==> config.mk <==
export PLATFORM = sky130hd
export DESIGN_NAME = mem_arbiter
export DESIGN_NICKNAME = d
export VERILOG_FILES = /design/src/rtl/mem_arbiter.sv
export SDC_FILE = /design/constraint.sdc
export NUM_CORES = 1
export LEC_CHECK = 0
export ABC_CLOCK_PERIOD_IN_PS = 1310
export BUFFER_PORTS_ARGS = -buffer_cell sky130_fd_sc_hd__clkbuf_2
export CAP_MARGIN = 20
export CORE_UTILIZATION = 41
export DETAILED_ROUTE_END_ITERATION = 8
export GPL_TIMING_DRIVEN = 1
export PLACE_DENSITY = 0.81
export REMOVE_ABC_BUFFERS = 1
export SLEW_MARGIN = 25
export SYNTH_ARGS = -nofsm -noshare
export SYNTH_HDL_FRONTEND = slang
export SYNTH_SLANG_ARGS = --single-unit
==> constraint.sdc <==
create_clock -name clk -period 1.31 [get_ports clk]
set_clock_uncertainty 0.05 [all_clocks]
set_input_delay 0.262 -clock clk [delete_from_list [all_inputs] [get_ports clk]]
set_output_delay 0.262 -clock clk [all_outputs]
set_load 0.05 [all_outputs]
==> src/rtl/mem_arbiter.sv <==
// Two-port (fetch/data) to one-port memory arbiter with fixed data priority and registered outputs.
// Optional build macro MEM_ARB_TIMEOUT_EN adds a BUSY watchdog that completes with zero data and sets sticky err.
module mem_arbiter #(
  parameter int ADDR_W  = 32,
  parameter int DATA_W  = 32,
  parameter int TIMEOUT = 16
) (
  input  logic              clk,
  input  logic              rst_n,
  input  logic              if_req,
  input  logic [ADDR_W-1:0] if_addr,
  output logic [DATA_W-1:0] if_rdata,
  output logic              if_ready,
  input  logic              dm_read,
  input  logic              dm_write,
  input  logic [ADDR_W-1:0] dm_addr,
  input  logic [DATA_W-1:0] dm_wdata,
  output logic [DATA_W-1:0] dm_rdata,
  output logic              dm_ready,
  output logic              mem_req,
  output logic              mem_we,
  output logic [ADDR_W-1:0] mem_addr,
  output logic [DATA_W-1:0] mem_wdata,
  input  logic [DATA_W-1:0] mem_rdata,
  input  logic              mem_ack,
  output logic              busy,
  output logic              err
);

  localparam logic [2:0] S_IDLE   = 3'd0;
  localparam logic [2:0] S_BUSY_D = 3'd1;
  localparam logic [2:0] S_BUSY_I = 3'd2;
  localparam logic [2:0] S_RESP_D = 3'd3;
  localparam logic [2:0] S_RESP_I = 3'd4;

  if (TIMEOUT < 2 || TIMEOUT > 255) begin : g_timeout_range
    $error("mem_arbiter: TIMEOUT must be in 2..255");
  end

  logic [2:0] state;
  logic       in_busy;
  logic       timeout_hit;

  assign in_busy = (state == S_BUSY_D) || (state == S_BUSY_I);

`ifdef MEM_ARB_TIMEOUT_EN
  logic [7:0] tcnt;

  // A real ack in the final wait cycle beats the watchdog.
  assign timeout_hit = (tcnt == 8'(TIMEOUT - 1)) && !mem_ack;

  always_ff @(posedge clk) begin
    if (!rst_n) begin
      tcnt <= '0;
      err  <= 1'b0;
    end else begin
      if (!in_busy)
        tcnt <= '0;
      else if (!mem_ack)
        tcnt <= tcnt + 8'd1;
      if (in_busy && timeout_hit)
        err <= 1'b1;
    end
  end
`else
  assign timeout_hit = 1'b0;
  assign err         = 1'b0;
`endif

  always_ff @(posedge clk) begin
    if (!rst_n) begin
      state     <= S_IDLE;
      mem_req   <= 1'b0;
      mem_we    <= 1'b0;
      mem_addr  <= '0;
      mem_wdata <= '0;
      if_rdata  <= '0;
      dm_rdata  <= '0;
      if_ready  <= 1'b0;
      dm_ready  <= 1'b0;
      busy      <= 1'b0;
    end else begin
      if_ready <= 1'b0;
      dm_ready <= 1'b0;
      case (state)
        S_IDLE: begin
          if (dm_read || dm_write) begin
            state     <= S_BUSY_D;
            mem_req   <= 1'b1;
            mem_we    <= dm_write;
            mem_addr  <= dm_addr;
            mem_wdata <= dm_wdata;
            busy      <= 1'b1;
          end else if (if_req) begin
            state     <= S_BUSY_I;
            mem_req   <= 1'b1;
            mem_we    <= 1'b0;
            mem_addr  <= if_addr;
            mem_wdata <= '0;
            busy      <= 1'b1;
          end
        end
        S_BUSY_D: begin
          if (mem_ack || timeout_hit) begin
            state    <= S_RESP_D;
            mem_req  <= 1'b0;
            dm_ready <= 1'b1;
            // Stores and timed-out loads both return zero.
            dm_rdata <= (mem_we || timeout_hit) ? '0 : mem_rdata;
          end
        end
        S_BUSY_I: begin
          if (mem_ack || timeout_hit) begin
            state    <= S_RESP_I;
            mem_req  <= 1'b0;
            if_ready <= 1'b1;
            if_rdata <= timeout_hit ? '0 : mem_rdata;
          end
        end
        S_RESP_D, S_RESP_I: begin
          state <= S_IDLE;
          busy  <= 1'b0;
        end
        default: begin
          state   <= S_IDLE;
          mem_req <= 1'b0;
          busy    <= 1'b0;
        end
      endcase
    end
  end

endmodule
* After elaboration in Yosys (flattened, before gate mapping)
Cells that the tools add are included.
** Word-level totals
- Register bits after elaboration :: 136
- Bits in latches :: 0
- Output and inout port bits :: 134
- Memories :: 0
- Word-level logic and storage cells :: 51
- RAM bits :: 0
- ROM bits :: 0
** Cells by class
- Add/sub/neg operators :: 0
- Muxes and demuxes :: 18
- Div/mod/pow operators :: 0
- Reductions and logical operators :: 13
- Multipliers :: 0
- Shift operators :: 0
- Bitwise logic cells :: 2
- Order comparisons :: 0
- Equality and inequality tests :: 8
** Operator list (count)
- 2-to-1 mux 32 bit :: 5
- 2-to-1 mux 3 bit :: 4
- AND reduction 2 bit :: 6
- one-hot mux 3 bit (3 select lines) :: 1
- equality test 3 x 2 -> 1 bit, second input constant :: 2
- 2-to-1 mux 1 bit :: 6
- AND reduction 3 bit :: 2
- inequality test 2 bit, second input constant :: 2
- OR reduction 2 bit :: 2
- equality test 3 x 1 -> 1 bit, second input constant :: 1
- equality test 3 bit, second input constant :: 1
- zero test 3 bit :: 1
- inequality test 3 bit, second input constant :: 1
- one-hot mux 1 bit (3 select lines) :: 1
- inequality test 2 x 1 -> 1 bit, second input constant :: 1
- inverter 1 bit :: 2
- one-hot mux 1 bit (2 select lines) :: 1
- nonzero test 2 bit :: 1
- logical OR 1 bit :: 1

* Logic depth before layout (Yosys ltp)
Gate-level depths: netlist of run 1.
- Depth in word-level cells :: 4
- Depth in mapped cells :: 6
- Mapped depth without buffers :: 3

* Worst setup path before layout of run 1
OpenSTA, ideal clock, no wires.
- Path kind :: reg-to-reg
- Start :: register state[0]
- End :: register mem_wdata[10]
- Setup time :: 0.132 ns
- Setup slack :: -0.141 ns
- Cell stages (with the launch flop) :: 7
- Arrival :: 1.269 ns
- Cell sequence :: dfxtp_1 buf_6 or3_1 buf_4 buf_2 o21ai_1 a21oi_1
** On the way
- Cells in the longest elaborated chain, start to end :: 2
** Ends and longest elaborated chain
- start, declared :: line 40 : logic [2:0] state;
- start signal, assigned :: line 72 : state <= S_IDLE;
- start signal, assigned :: line 88 : state <= S_BUSY_D;
- start signal, assigned :: line 95 : state <= S_BUSY_I;
- zero test 3 bit :: line 85 : case (state)
- AND reduction 2 bit (no source line)
- end signal, assigned :: line 92 : mem_wdata <= dm_wdata;
- end, declared :: line 23 : output logic [DATA_W-1:0] mem_wdata,
No other way between the ends.
A chain may end at the register's enable or synchronous reset.

* Worst setup path after layout of run 1
- Start :: register state[2]
- End :: register if_rdata[19]
** On the way
- Cells in the longest elaborated chain, start to end :: 2
** Ends and longest elaborated chain
- equality test 3 x 2 -> 1 bit :: line 85
- AND reduction 2 bit (no source line)
- end signal, assigned :: line 117 : if_rdata <= timeout_hit ? '0 : mem_rdata;
- end, declared :: line 12 : output logic [DATA_W-1:0] if_rdata,
No other way between the ends.

==> reports/summary.md, run 1 <==
The flow ran to the end, but the final reports show violations. The checks that failed: setup timing. Among all flip-flop cells after synthesis, the most frequent one is dfxtp_1. For this run the aggregate overflow at the end of global routing stands at 0. The cell area that synthesis handed to floorplanning was 0.00514 mm2. The worst setup path is launched from a flip-flop. The length in cells of the worst reg-to-reg path was 7; the mean routed wirelength per cell was 17.8 um.

The signed area change from the synthesized netlist to the final layout is 70.8%. Summed over all nets, the switching power comes to 4.91 mW. Across the run, the number of max-cap violations was 0. For this run, the number of Yosys warnings is 0. The clock network accounts for 34.3% of the total power.

The run gives 0 as the final hold violation count. The total area inside the core boundary comes to 0.0121 mm2. The final routed DRC violation total is 0, and the via count of the first global-routing pass is 5459. The area fraction of the dominant cell type after synthesis was 53.0%. Detailed routing placed a total of 1610 um of wire on met3. The run gives 130 as the final setup violation count. The number of stages on the worst hold path is 2. After synthesis, the most frequently instantiated cells are dfxtp_1 (136), nand2_1 (131), a21oi_1 (98). In this run the core area contains 40 standard-cell rows. Detailed placement ended at an HPWL of 10500 um.

Arrival time of data at the critical path endpoint: 1800 ps. By area the synthesized netlist is led by dfxtp_1 (53%), nand2_1 (9.6%), a21oi_1 (9.5%). Counting I/O delays and the setup requirement, the final critical path takes 1510 ps.

The final setup TNS was -14790 ps; the synthesized area per cell was 8.83 um2. The initial antenna violation count is 0. Dividing total power by cell area gives a power density of 1700 mW/mm2. In the detailed route, the total length drawn on met2 is 9280 um. Clock tree synthesis selected as its root buffer the cell clkbuf_16. The tightest min-delay check is of the in -> reg type.

The highest net fanout along the worst path is 8, and the total power draw is 14.9 mW. In this run, synthesis inferred 0 flip-flops with an integrated enable. Yosys instantiated no cell more often than dfxtp_1. The share of flip-flops with an asynchronous set or reset after synthesis is 0%, and the clock slew seen by the registers of the worst setup and hold paths is 60 ps. The tools report the relative slew slack as 61.8%. Routed signal wires occupy layers up through met5. In this run the static leakage power is 3.79 nW. Synthesis instantiated 32 different standard cells from the library. The total number of H-tree levels is 4, and the die boundary height is 114 um. The logs give 5634 for the overall via count from detail_route and 268 for the number of top-level pins. 0 antenna diodes ended up in the layout. The number of nets with antenna violations after routing came out at 0.

The chip width works out to 114 um. The number of storage elements in the synthesis netlist was 136; the total wire length after detailed routing was 18400 um. Port buffering added 266 buffers. For this run, the register share of the synthesized area comes to 53.0%. Cell internal power was estimated by the tool at 10.0 mW. The clock reaches the later pin of the worst-skew pair after 400 ps.

Of the available clock period, the critical path in the final layout requires 116%. The tools report the area of placed instances as 0.00681 mm2. The first routing iteration left 542 violations. The logs give -204 ps for the worst-case setup margin in the final layout and 7080 um for the met1 layer wirelength in the final routing.

No sink is reached through more buffers than the 2 on the longest clock path. The tools report the final weighted congestion in routability-driven placement as 0.793. The first global-routing pass estimated 27400 um of wire. For the proportion of power drawn by combinational gates, the log shows 32.5%. For the largest net degree at the start of global routing, the log shows 48. The critical path class was reg -> reg.

VDD sags by at most 1.17 mV. For this configuration, the core starts out at a cell density of 42.4%. Counting every instance in the synthesized netlist gives 582. The worst setup path is captured at a flip-flop.

Setup repair after global routing could not meet its margin everywhere. The per-cell via count in the routed design is 5.44. Timing would allow up to 660 MHz.

The floorplan step defined a die boundary enclosing 0.0130 mm2. After the last flow step, the layout net total stands at 991. Design area: 0.00878 mm2.

TritonCTS built the clock tree. For the pin with the worst max-slew slack, the measured transition is 573 ps. The required time at the worst-slack endpoint is 1600 ps.

In this run, flip-flops and latches consume 33.2% of the power. The clock sink count came out at 136. The post-route netlist has 49.9% of its cells at a drive strength greater than 1. The switching share of power is 33.0%. The library cell with the largest summed area after synthesis is dfxtp_1. The number of clock buffers added by TritonCTS is 17.

The max-slew violation total from the final report was 0; the global-route total usage across every layer was 27.4%. Count of TritonRoute iterations in the first routing pass: 8.
registers in the layout, summed over array words and instances (netlist names):
signal,flops
busy,1
dm_rdata,32
dm_ready,1
if_rdata,32
if_ready,1
mem_addr,32
mem_req,1
mem_wdata,32
mem_we,1
state,3
area by class of cell:
type / instances / area [um2]
clock buffers: 24 / 502
clock inverters: 6 / 136
fillers: 851 / 3330
inverters: 2 / 8.76
multi-input cells: 385 / 2370
flip-flops and latches: 136 / 2740
well taps: 168 / 210
repair buffers: 315 / 2810
through the flow:
| step | worst slack, ps | hold WS, ps | utilization [%] | std cells |
|---|---|---|---|---|
| after floorplan | -1810 | 338 | - | 523 |
| after global placement | -135 | 391 | 56.2 | 993 |
| after detailed placement | -212 | 396 | 56.2 | 993 |
| after CTS | -142 | 7.57 | 70.7 | 1035 |
| after global routing | -241 | 13.3 | 72.5 | 1036 |
| final | -204 | 24.8 | 72.5 | 1036 |
power groups by stage:
stage	clock network (mW)	logic, mW	registers [mW]
finish	5.11	4.85	4.94
global route	5.42	5.05	4.98
CTS	5.16	4.61	4.87
detailed placement	0	3.68	4.88
global placement	0	3.63	4.87
floorplan	0	0.974	6.31
routing by layer:
metal  vias to the layer above  track usage [%]
met2                       334             48.5
li1                       2620                -
met5                         -                0
met1                      2630             29.9
met4                         2             11.8
met3                        48             9.09
critical path: stages (launching register included):
cell      delay [ps]
dfxtp_2          320
buf_6            130
buf_6            110
and4bb_4         390
buf_12           120
buf_16           120
nand2_2           60
a21oi_2          130
placed cells by master, fill, tap and decap left out, drive strengths merged, types with 4 or more instances in the layout:
cell type,instances
a311oi,32
nor2,8
bufinv,4
dfxtp,136
nand2,131
clkbuf,181
a21oi,98
a22o,32
nand3,32
buf,158
o21ai,33
kinds of logic after synthesis:
| logic type | after synthesis | synth area share (%) |
|---|---|---|
| flip-flops | 136 | 53.0 |
| multiplexers | 1 | 0.195 |
| other | 1 | 0.0730 |
| AND/OR/NAND/NOR | 182 | 15.6 |
| XOR/XNOR | 1 | 0.170 |
| AO/OA/AOI/OAI | 200 | 24.5 |
| buffers and inverters | 61 | 6.45 |
final timing paths:
path	to	slack (ps)	start
worst min-delay path	dm_rdata[11]	20	mem_rdata[11]
worst min register to register	if_rdata[29]	410	if_rdata[29]
worst max-delay path	if_rdata[19]	-200	state[2]
worst max register to register	if_rdata[19]	-200	state[2]
timing repair:
item	CTS	global route
pin swaps	37	6
hold buffers	0	0
gates cloned	6	1
buffers inserted	6	1
resized for setup	262	160
setup endpoints to repair	264	242
Power figures use the tool's default switching activity.
==> inputs of run 2 (changes only) <==
Settings changed: ABC_CLOCK_PERIOD_IN_PS 1310 to 1750, CORE_UTILIZATION 41 to 44, PLACE_DENSITY 0.81 to 0.82.
Clock period 1.31 ns to 1.75 ns, I/O delays scaled along.
==> run 2 against run 1 <==
Effect of this change: the flow now finishes without violations; die area down 6.7%; cell area shrank 19%; highest routed layer is now met4; sequential cell count is the same; critical endpoint is now mem_wdata[11].
==> reports/summary.md, run 2 (synthesis gave the netlist of run 1 again) <==
The floorplan step defined a die boundary enclosing 0.0121 mm2. The run gives 0 as the antenna cell count. The total power draw came out at 9.32 mW.

The run gives 630 MHz as the highest attainable clock frequency. Once layout is complete, the utilization of the core stands at 62.6%. The critical path is of the reg -> reg type. At the end of routability-driven placement, the weighted congestion stood at 0.771. STA classifies the critical path startpoint as a flip-flop. Data arrives at the worst endpoint at 1810 ps.

The top cell types in the final layout, fill and taps aside, are clkbuf_2 (266), dfxtp_1 (136), nand2_1 (131). The run gives 38.5% as the power share of the sequential group. TritonCTS built the clock tree. The run gives 953 as the cell count after placement. Setup repair after global routing left no endpoint under its margin. For the row count, the log shows 39. Across the VDD grid, the largest voltage drop is 1.00 mV. The initial antenna violation count came out at 0. The library cell used most frequently in the layout, excluding fill and tap cells, is clkbuf_2.

The static leakage power is 3.28 nW, and the overflow left after global routing is 0. The mean routed wirelength per cell works out to 15.0 um. Required time at the worst-slack endpoint: 1970 ps. The first global-routing pass estimated 21800 um of wire. Of all nets on the critical path, the largest fanout is 33.

The logs give 136 for the clock sink count and 10100 um for the half-perimeter wire length of the detailed placement result. The first element of the critical path was state[2]. From synthesis to final layout, the design area changed by 39.0%.

Grouping stages by cell kind, the critical path spends the most delay in simple AND/OR/NAND/NOR gates. In the routed design, unresolved DRC markers number 0. The part of the cycle the worst path needs works out to 90.7%.

The run gives 0 as the max-slew violation total from the final report. Of the total power, the share spent switching nets is 35.8%. Once detail routing completed, the nets flagged for antenna violations numbered 0. The worst-case setup margin in the final layout is 162 ps. The total number of H-tree levels was 4. Setup violations remaining at the end of the flow were counted as 0. After routing the design area is 0.00714 mm2.

The die is 110 um wide. Global routing consumed, over all layers together, 23.7% of the routing resources. The worst setup path is captured at a flip-flop.

The clock network burns 32.9% of the power. The total of cells resized after clock tree synthesis is 0, and the proportion of power drawn by combinational gates is 28.6%. The slowest stage of the critical path is the or3_1 cell.

The area of placed instances was 0.00664 mm2; the effective utilization at floorplan was 45.0%. The largest stage delay on the critical path came out at 500 ps. After the first detailed-routing iteration, the DRC count stood at 399. 268 I/O pins were placed. In this run the deepest clock path goes through 2 buffers.

The post-layout net count came out at 963. The flow ran to the end, and the final reports show no timing, DRC or antenna violations. For the final hold violation count, the log shows 0. The overall via count from detail_route is 5190, and the largest net degree at the start of global routing is 46. Timing analysis after detailed placement gives a worst setup slack of 90.4 ps. For the count of maximum capacitance violations, the log shows 0.

The signal on the critical path passes through or3_1 -> buf_4 -> o21ai_0 -> a21oi_1. Worst min-delay path category: in -> reg. In this run the critical register-to-register path is launched from state[2]. The run gives 0 as the number of setup buffers added after CTS. CTS placed an instance of clkbuf_16 at the clock tree root. The floorplan step set the die height to 110 um.

TritonCTS created 17 clock buffers. The per-cell via count in the routed design works out to 5.28. Dividing total power by cell area gives a power density of 1300 mW/mm2. The core area was 0.0114 mm2; the clock slew seen by the registers of the worst setup and hold paths was 60 ps. The clock reaches the later pin of the worst-skew pair after 410 ps. The post-route non-filler standard cell count is 983, and the count of input and output buffers is 266. Count of TritonRoute iterations in the first routing pass: 5.

Share of post-route cells with drive strength above 1: 38.6%. In this run the power spent charging and discharging nets is 3.34 mW. The routed design has 14800 um of wire. In this run, post-CTS hold repair placed 0 buffers.

The run gives 4539 as the via count of the first global-routing pass. Internal power: 5.98 mW. The clock period could shrink to 1590 ps. In this run the most critical hold path is launched from mem_rdata[15]. The buffering stage count on the worst path with inverters included works out to 1.
[run 2: worst paths after layout]
kind | end | slack [ps] | depth (start not counted)
max | mem_wdata[11] | 160 | 4
max reg2reg | mem_wdata[11] | 160 | 4
min reg2reg | if_rdata[30] | 400 | 2
min | dm_rdata[15] | 120 | 2
[run 2: worst reg2reg max path, stage by stage (launching register included)]
cell and delay [ps]:
dfxtp_1 310, or3_1 500, buf_4 290, o21ai_0 210
a21oi_1 90
[run 2: area by class of cell]
class	count	area, um2
Fill cell	999	4270
Tap cell	143	179
Clock inverter	9	55.1
Inverter	2	8.76
Sequential cell	136	2720
Multi-Input combinational cell	385	2100
Timing Repair Buffer	287	1630
Clock buffer	21	450
[run 2: per-stage QoR]
stage	hold slack, ps	TNS [ps]
5_1_grt	102	0
3_5_place_dp	397	0
2_1_floorplan	426	-124900
4_1_cts	93.5	0
6_report	117	0
3_3_place_gp	391	0
[run 2: power by group through the flow]
stage | logic, mW | clock network [mW] | registers (mW)
2_1_floorplan | 0.729 | 0 | 4.72
3_3_place_gp | 2.65 | 0 | 3.64
3_5_place_dp | 2.68 | 0 | 3.65
4_1_cts | 2.68 | 3.14 | 3.59
5_1_grt | 2.84 | 3.25 | 3.63
6_report | 2.67 | 3.07 | 3.59
[run 2: per-layer routing]
layer | global-route usage [%] | wire [um]
met1 | 26.8 | 6050
met2 | 40.2 | 7260
met3 | 8.00 | 1240
met4 | 10.9 | 236
met5 | 0 | 0
==> inputs of run 3 (changes only) <==
Settings changed: ABC_AREA set to 1, CORE_UTILIZATION 44 to 38, PLACE_DENSITY 0.82 to 0.73.
==> run 3 against run 2 <==
Effect of this change: cell count is 18% higher; wire length is 5.3% higher; synthesized cell count is 24% higher; sequential cell count stayed put; utilization is 7.2 points lower; sequential power is 1% higher; clock power is 31% higher; global-route usage is 1.9 points lower; sequential share of layout area is 1.4 points lower; largest cell class unchanged; largest power group is now the clock network.
==> reports/summary.md, run 3 <==
The flow ran to the end, and the final reports show no timing, DRC or antenna violations. The library cells used most frequently in the layout, excluding fill and tap cells, are clkbuf_2 (266), nand2_1 (233), dfxtp_1 (136). The library cell used most frequently in the layout, excluding fill and tap cells, is clkbuf_2. Highest net fanout along the worst path: 2. The synthesis warning total was 0; the number of stages on the worst hold path was 3. For the initial detailed-routing violation count, the log shows 341. TritonCTS built the clock tree.

The first global-routing pass estimated 24800 um of wire. The proportion of power drawn by combinational gates was 27.6%; the signed area change from the synthesized netlist to the final layout was 40.8%. Setup total negative slack on the finished layout was measured at 0 ps.

The static leakage power came out at 3.68 nW. The worst path uses 88.0% of the clock period. The max-slew violation total from the final report was 0; the critical path depth in cells was 1. The worst setup path is launched from a flip-flop.

The analysis attributes to net switching a power of 3.68 mW. The share of post-route cells with drive strength above 1 was 33.6%; the number of setup buffers added after CTS was 0. The total area of sequential cells is 0.00272 mm2. Setup violations remaining at the end of the flow were counted as 0. Data on the critical path arrives at its endpoint at 1140 ps. The tools report the half-perimeter wire length of the detailed placement result as 11000 um.

Fill cells in the final layout number 1302. Clock-pin slew was measured on the worst setup and hold paths at 60 ps. The final hold violation count is 0.

The internal power was 6.86 mW; the number of flops mapped to enable cells by yosys was 0. The smallest clock period supported by the final layout is computed as 1540 ps. For the global-route total usage across every layer, the log shows 21.8%. First element of the critical path: busy.

STA classifies the critical path endpoint as a primary output. The switching share of power came out at 34.9%. The die is 120 um wide.

The die is 120 um tall. After detailed routing, the average wire length per cell comes to 13.4 um. The number of cells on the worst reg-to-reg path is 6.

The synthesized area per cell is 7.30 um2. The share of flip-flops with an asynchronous set or reset after synthesis is 0%. At the placement stage, the worst setup path has a slack of 260 ps. The count of buffers added on input and output ports is 266. Of the total power, registers draw 34.4%.

The overall via count from detail_route is 5610. In this run the critical register-to-register path is captured at mem_we. The slowest stage of the critical path belongs to the cell dfxtp_1. The share of total power dissipated in the clock network is 38.0%.

The largest net degree at the start of global routing is 60, and the number of top-level pins is 268. In this run the number of H-tree levels came out at 4. The most critical setup path has its endpoint at busy.

For this run, the number of standard cells in the final layout without fillers is 1161. The overflow left after global routing came out at 0. Using the TritonRoute via totals, the vias-per-cell ratio works out to 4.83.

After routing the design area is 0.00742 mm2. The logs give 0.0134 mm2 for the core area and 23 for the number of unique standard cell types used by synthesis. For the effective utilization at floorplan, the log shows 39.3%. For the clock insertion delay at the later pin of the skew report, the log shows 410 ps. The startpoint of the lowest-slack register-to-register path was state[0].

The buffering stage count on the worst path with inverters included works out to 1. The tree is rooted in a clkbuf_16. The ratio of total power to cell area works out to 1420 mW/mm2. The logs give 0.861 for the final weighted congestion in routability-driven placement and 0 for the final routed DRC violation total. For flop-to-flop paths, the worst setup slack is 330 ps. Setup repair after global routing left no endpoint under its margin. In this run the cell area measured after placement is 0.00675 mm2. The count of TritonRoute iterations in the first routing pass was 5; the largest stage delay on the critical path was 400 ps. Across all setup checks in the final design, the least slack found is 209 ps. Hold timing on the final database bottoms out at a slack of 112 ps.

IR analysis of the VDD net gives a maximum drop of 0.607 mV. The run gives 17 as the number of clock buffers inserted by TritonCTS. The worst min-delay path category was in -> reg. The critical path class is reg -> out. The tool flagged a number of max-cap violations equal to 0. Dominant register cell in the synthesized netlist: dfxtp_1.

0 antenna diodes ended up in the layout. Sequential element share of the synthesized area: 51.7%. The highest attainable clock frequency was 649 MHz; the initial antenna violation count was 0. The tools report the area taken by multi-input logic gates as 0.00224 mm2.

Counting flops and latches in the post-synthesis netlist gives 136. The area fraction of the dominant cell type after synthesis was 51.7%; the number of buffers inserted for hold repair after clock tree synthesis was 0. nand2_1 is the most common cell in the netlist.

In this design, the largest share of critical-path delay is due to flip-flops. The cell count after placement was 1129; the clock sink count was 136. After detailed routing, the total wire length is 15600 um.

In this run, post-CTS repair resized a total of 0 instances. In the final design database the tool counted 1106 nets. The floorplan has 42 rows. The critical path goes through clkbuf_2.

The clock passes through at most 2 buffers. The via count of the first global-routing pass was 5130; the floorplan die area was 0.0143 mm2. The number of nets with antenna violations after routing was 0. The run gives 0.00527 mm2 as the post-synth design cell area.

Counting instances in the post-synthesis netlist gives the leading cell types as nand2_1 (233), dfxtp_1 (136), nor2_1 (71). Post-synthesis instance total: 721. Of all cell types, the one taking the most synthesized area is dfxtp_1. Yosys attributes the largest share of cell area to dfxtp_1 (52%), nand2_1 (17%), a21oi_1 (6.4%). For the required time at the worst-slack endpoint, the log shows 1350 ps.
-- run 3: cell count changes in the layout (fill, tap and decap cells not counted), sizes merged, moves of 13 or more --
cell | before | now
o21ai | 33 | 68
a22o | 32 | 0
inv | 1 | 14
nand3 | 32 | 67
nand2 | 131 | 236
a311oi | 32 | 0
nor2 | 8 | 75
a21oi | 98 | 68
-- run 3: how the worst min path moves through the flow --
| stage | start | endpoint | slack, ps |
|---|---|---|---|
| after CTS | dm_wdata[1] | mem_wdata[1] | 90 |
| final | dm_wdata[7] | mem_wdata[7] | 110 |
| after floorplan | rst_n | mem_req | 420 |
| after global routing | dm_wdata[10] | mem_wdata[10] | 110 |
| after detailed placement | mem_wdata[2] | mem_wdata[2] | 400 |
| after global placement | mem_wdata[6] | mem_wdata[6] | 400 |
-- run 3: kinds of logic (layout without fill, tap and decap cells) --
kind of cell | after synthesis | count (layout) | synth area share, %
compound gates | 136 | 136 | 13.0
buf+inv | 67 | 331 | 5.75
flops | 136 | 136 | 51.7
other cells | 1 | 1 | 0.0712
simple gates | 381 | 381 | 29.5
-- run 3: layer usage --
layer / up-vias / track usage [%] / wire length [um]
met5: - / 0 / 0
met4: 0 / 12.3 / 546
met3: 42 / 5.23 / 1010
met2: 205 / 35.5 / 7560
met1: 2525 / 26.4 / 6440
li1: 2838 / - / -
-- run 3: worst reg2reg max path, stage by stage (launching register included) --
cell     delay [ps]
dfxtp_1         360
nor2_1          140
nand2_2         110
nor2_4          130
buf_4           300
o21ai_0         130
a21oi_1         140
-- run 3: through the flow --
| step | power [mW] | util, % |
|---|---|---|
| global placement | 6.58 | 50.4 |
| CTS | 10.6 | 55.3 |
| global route | 11.0 | 55.3 |
| finish | 10.5 | 55.3 |
| detailed placement | 6.61 | 50.4 |
| floorplan | 5.67 | - |
-- run 3: power by group through the flow --
stage,Sequential [mW],Clock (mW),Combinational (mW)
floorplan,4.85,0,0.816
global placement,3.68,0,2.90
detailed placement,3.69,0,2.92
CTS,3.63,4.09,2.93
global route,3.67,4.22,3.13
finish,3.63,4.01,2.91
-- run 3: area by class of cell --
| cell class | count | area share [%] |
|---|---|---|
| well taps | 176 | 2.97 |
| flip-flops and latches | 136 | 36.7 |
| inverters | 14 | 0.709 |
| clock buffers | 19 | 5.97 |
| multi-input cells | 518 | 30.2 |
| clock inverters | 13 | 3.04 |
| repair buffers | 285 | 20.4 |
